$ cat src/rtl/keypad_encoder.sv
// rtl/keypad_encoder.sv - debounced 10-key + clear keypad encoder driving a BCD countdown timer loader
// Registered strobes only; a key held across reset must be released before it can load again.
module keypad_encoder #(
  parameter int DEBOUNCE   = 4,
  parameter int MAX_DIGITS = 3
) (
  input  logic       CLK,
  input  logic       clear,
  input  logic [9:0] keys,
  input  logic       clear_key,
  input  logic       running,
  output logic [3:0] digit,
  output logic       loadn,
  output logic       timer_clearn,
  output logic [1:0] digit_count,
  output logic       key_error
);

  typedef enum logic [1:0] {
    ST_IDLE     = 2'd0,
    ST_DEBOUNCE = 2'd1,
    ST_LOAD     = 2'd2,
    ST_RELEASE  = 2'd3
  } state_t;

  localparam logic [7:0] DB_LAST = 8'(DEBOUNCE);
  localparam logic [7:0] DB_M1   = 8'(DEBOUNCE - 1);
  localparam logic [1:0] MAX_CNT = 2'(MAX_DIGITS);

  state_t      state_q, state_d;
  logic [10:0] pat_q, pat_d;
  logic [7:0]  cnt_q, cnt_d;
  logic [3:0]  digit_q, digit_d;
  logic        loadn_q, loadn_d;
  logic        clrn_q, clrn_d;
  logic [1:0]  count_q, count_d;
  logic        err_q, err_d;
  logic        armed_q, armed_d;

  logic [10:0] pat_now;
  logic        any_press;
  logic        multi_key;
  logic [3:0]  key_idx;

  assign pat_now   = {clear_key, keys};
  assign any_press = |pat_now;
  assign multi_key = |(pat_q[9:0] & (pat_q[9:0] - 10'd1));

  always_comb begin
    key_idx = 4'd0;
    for (int i = 0; i < 10; i++) begin
      if (pat_q[i]) key_idx = 4'(i);
    end
  end

  always_comb begin
    state_d = state_q;
    pat_d   = pat_q;
    cnt_d   = cnt_q;
    digit_d = digit_q;
    loadn_d = 1'b1;
    clrn_d  = 1'b1;
    count_d = count_q;
    err_d   = 1'b0;
    armed_d = armed_q;
    case (state_q)
      ST_IDLE: begin
        if (any_press) begin
          pat_d   = pat_now;
          cnt_d   = 8'd0;
          // an unarmed press was already down at reset: wait for its release
          state_d = armed_q ? ST_DEBOUNCE : ST_RELEASE;
        end else begin
          armed_d = 1'b1;
        end
      end
      ST_DEBOUNCE: begin
        if (pat_now != pat_q) begin
          state_d = ST_IDLE;
          cnt_d   = 8'd0;
        end else if (cnt_q == DB_LAST) begin
          cnt_d   = 8'd0;
          state_d = ST_RELEASE;
          if (pat_q[10]) begin
            clrn_d  = 1'b0;
            count_d = 2'd0;
          end else if (multi_key) begin
            err_d = 1'b1;
          end else if (!running && (count_q < MAX_CNT)) begin
            state_d = ST_LOAD;
            loadn_d = 1'b0;
            digit_d = key_idx;
          end
        end else begin
          cnt_d = cnt_q + 8'd1;
        end
      end
      ST_LOAD: begin
        state_d = ST_RELEASE;
        cnt_d   = 8'd0;
        if (count_q < MAX_CNT) count_d = count_q + 2'd1;
      end
      ST_RELEASE: begin
        if (any_press) begin
          cnt_d = 8'd0;
        end else if (cnt_q == DB_M1) begin
          cnt_d   = 8'd0;
          state_d = ST_IDLE;
          armed_d = 1'b1;
        end else begin
          cnt_d = cnt_q + 8'd1;
        end
      end
      default: state_d = ST_IDLE;
    endcase
  end

  always_ff @(posedge CLK or posedge clear) begin
    if (clear) begin
      state_q <= ST_IDLE;
      pat_q   <= 11'd0;
      cnt_q   <= 8'd0;
      digit_q <= 4'd0;
      loadn_q <= 1'b1;
      clrn_q  <= 1'b1;
      count_q <= 2'd0;
      err_q   <= 1'b0;
      armed_q <= 1'b0;
    end else begin
      state_q <= state_d;
      pat_q   <= pat_d;
      cnt_q   <= cnt_d;
      digit_q <= digit_d;
      loadn_q <= loadn_d;
      clrn_q  <= clrn_d;
      count_q <= count_d;
      err_q   <= err_d;
      armed_q <= armed_d;
    end
  end

  assign digit        = digit_q;
  assign loadn        = loadn_q;
  assign timer_clearn = clrn_q;
  assign digit_count  = count_q;
  assign key_error    = err_q;

endmodule

$ cat config.mk
export PLATFORM = sky130hd
export DESIGN_NAME = keypad_encoder
export DESIGN_NICKNAME = d
export VERILOG_FILES = /design/src/rtl/keypad_encoder.sv
export SDC_FILE = /design/constraint.sdc
export NUM_CORES = 1
export LEC_CHECK = 0
export BUFFER_PORTS_ARGS = -buffer_cell sky130_fd_sc_hd__buf_4
export CAP_MARGIN = 20
export CORE_MARGIN = 10
export CORE_UTILIZATION = 55
export CTS_CLUSTER_DIAMETER = 200
export DETAILED_ROUTE_END_ITERATION = 16
export PLACE_DENSITY_LB_ADDON = 0.3
export SLEW_MARGIN = 20
export SYNTH_ARGS = -nofsm -noshare
export SYNTH_HDL_FRONTEND = slang
export SYNTH_SLANG_ARGS = --single-unit
$ cat constraint.sdc
create_clock -name CLK -period 2.5 [get_ports CLK]
set_clock_uncertainty 0.05 [all_clocks]
set_input_delay 0.5 -clock CLK [delete_from_list [all_inputs] [get_ports CLK]]
set_output_delay 0.5 -clock CLK [all_outputs]
set_load 0.05 [all_outputs]
==> impl_metrics.toml <==
[run_status]
status = "complete, no violations"

[synthesis]
synthCells = 177
syn_nets = 194
synth_cell_types = 44
synth-edff-count = 0
yosys-top-cells-area = "dfrtp_1, mux2_2, xor2_1"
ys.flop_type = "dfrtp_1"
post-synth-top-area-fraction_pct = 40.7
ys_ff_latch = 31
synth_area_per_cell_um2 = 10.1
syn_area_um2 = 1780
seq_area_frac_synth_pct = 43.6
yosysTopAreaCell = "dfrtp_1"
async_flop_share_pct = 100
ys_warn_count = 0

[placed_design]
gp_congestion = 0.843
dp_hpwl_mm = 2.98
port_buffers = 22
dpl_cell_area_um2 = 1990
place_inst = 240

[cts]
h-tree-depth = 2
postCtsSetupBuffers = 0
tritoncts = "built"
clockRootBuffer = "clkbuf_4"
cts_sinks = 31
clockBufferDepth = 2
cts_hold_buf = 0
clkSlewWorstSetupHoldPaths_ns = 0.10
worstSkewPairLatency_ns = 0.33
cts_resized = 0
cts_inserted_buffers = 5

[critical_path]
crit_start = "cnt_q[3]$_DFFE_PP0P_"
critPathMaxFanout = 6
r2r_start = "cnt_q[3]$_DFFE_PP0P_"
crit_required_ns = 2.67
arrival_ns = 2.43
worstSetupPathType = "reg -> reg"
cp-start-kind = "flop"
worstRegToRegCells = 6
timing.rr.end = "digit[1]$_DFFE_PP0P_"
reg2reg_slack_ns = 0.24
cp-end-kind = "flop"

[timing]
rsz0062_at_grt = "no"
finalSetupViolCount = 0
worst_pin_slew_ns = 0.809
setup_tns_ns = 0
maxSlewHeadroom_pct = 46.0
whs_ns = 0.271
final-max-slew-violation-count = 0
min_period_ns = 2.26
fin_crit_sh_pct = 90.4
fmax_mhz = 443
hold_viol = 0

[finish]
multi_input_area_um2 = 927
regArea_um2 = 778
area_growth_pct = 15.7
final_cell_mix = "dfrtp_1, buf_4, nor2_1, mux2_2"
finalNetCount = 220
fin_area_um2 = 2060
final_cells = 247
layout.cells.most_common = "dfrtp_1"
drive_above_1_share_pct = 29.1
utilization_pct = 67.1
num_antenna_cells = 0
nFillCells = 249

[pwr]
power_switching_uw = 770
ir_worst_vdd_mv = 0.468
switching_share_pct = 40.2
pwr-share-clk_pct = 19.7
p_per_area_nw_per_um2 = 929
power_leakage_nw = 0.958
p_seq_share_pct = 44.5
power.internal_mw = 1.15
p_comb_share_pct = 35.7

[grt]
track_usage_pct = 13.8
antenna_found_initial = 0
first_global_vias = 1470
grt_pass1_wl_mm = 6.76
overflow = 0
grt_max_degree = 22

[drt]
drcViolationCount = 0
ant_nets = 0
vias = 1431
wl_per_cell_um = 16.2
routed_wl_mm = 4.00
firstDrtPassIters = 4
drt_first_iter_violations = 117
viasPerCell = 5.79

[floorplanning]
rows = 20
die_area_um2 = 5920
die_h_um = 77.0
die_w_um = 77.0
start_util_pct = 58.0
coreArea_um2 = 3080
io_pins = 23

[min_path]
hold_path_class = "in -> async"

[flow_run]
drv_cap = 0
==> cells in the mapped netlist (4+ instances only) <==
library cell / number
nand2_1: 10
xor2_1: 11
inv_1: 8
nand3_1: 7
dfrtp_1: 29
a21oi_1: 4
o21ai_0: 7
and3_1: 4
nor2_1: 14
mux2_2: 14
nor4_1: 11
a221o_1: 4
nor3_1: 8
==> per-layer routing <==
layer | up-vias | track usage (%) | wire length (um)
met5 | - | 0 | 0
met4 | 0 | 5.76 | 76
met3 | 10 | 4.08 | 151
met2 | 38 | 24.5 | 2110
met1 | 686 | 14.8 | 1660
li1 | 697 | - | -
==> sequential cells by signal (all words and copies together) (netlist names) <==
| signal | count |
|---|---|
| state_q | 2 |
| cnt_q | 8 |
| armed_q | 1 |
| loadn | 1 |
| digit_count | 2 |
| digit | 4 |
| pat_q | 11 |
| timer_clearn | 1 |
| key_error | 1 |
==> power groups by stage <==
stage / Clock (mW) / Sequential [mW] / Combinational [mW]
2_1_floorplan: 0 / 0.783 / 0.595
3_3_place_gp: 0 / 0.842 / 0.652
3_5_place_dp: 0 / 0.853 / 0.673
4_1_cts: 0.385 / 0.845 / 0.684
5_1_grt: 0.401 / 0.878 / 0.753
6_report: 0.378 / 0.853 / 0.685
==> final cells by class <==
class	count	share of cell area [%]
multi-input combinational	130	44.9
clock buffer	6	2.00
tap	44	2.67
timing repair buffer	27	9.82
sequential	31	37.7
clock inverter	1	1.45
inverter	8	1.45
==> cell families (layout without fill, tap and decap cells) <==
family | count (synthesis) | count (layout) | share of synthesized area, %
flops | 31 | 31 | 43.6
xor+xnor | 11 | 11 | 5.40
mux | 15 | 15 | 9.40
compound gates | 27 | 27 | 11.0
simple gates | 74 | 74 | 24.1
fa+ha+maj | 3 | 3 | 2.10
buf+inv | 16 | 42 | 4.42
==> metrics by stage <==
stage / total power [mW] / setup WS (ns)
2_1_floorplan: 1.38 / 0.246
3_3_place_gp: 1.49 / 0.359
3_5_place_dp: 1.53 / 0.270
4_1_cts: 1.91 / 0.247
5_1_grt: 2.03 / 0.0976
6_report: 1.92 / 0.241
==> how the worst max path moves through the flow <==
stage	cells past startpoint	end
floorplan	5	digit[0]$_DFFE_PP0P_
global placement	6	digit[1]$_DFFE_PP0P_
detailed placement	6	digit[1]$_DFFE_PP0P_
CTS	6	digit[1]$_DFFE_PP0P_
global route	6	digit[1]$_DFFE_PP0P_
finish	6	digit[1]$_DFFE_PP0P_
==> worst max-delay path: stages (launching register included) <==
cell	delay, ns
dfrtp_1	0.45
nor3_2	0.24
nand4_2	0.18
or4_4	0.46
nand3b_4	0.18
nor3_4	0.23
mux2_2	0.37
Note: power is estimated with default switching activity, not from simulation.
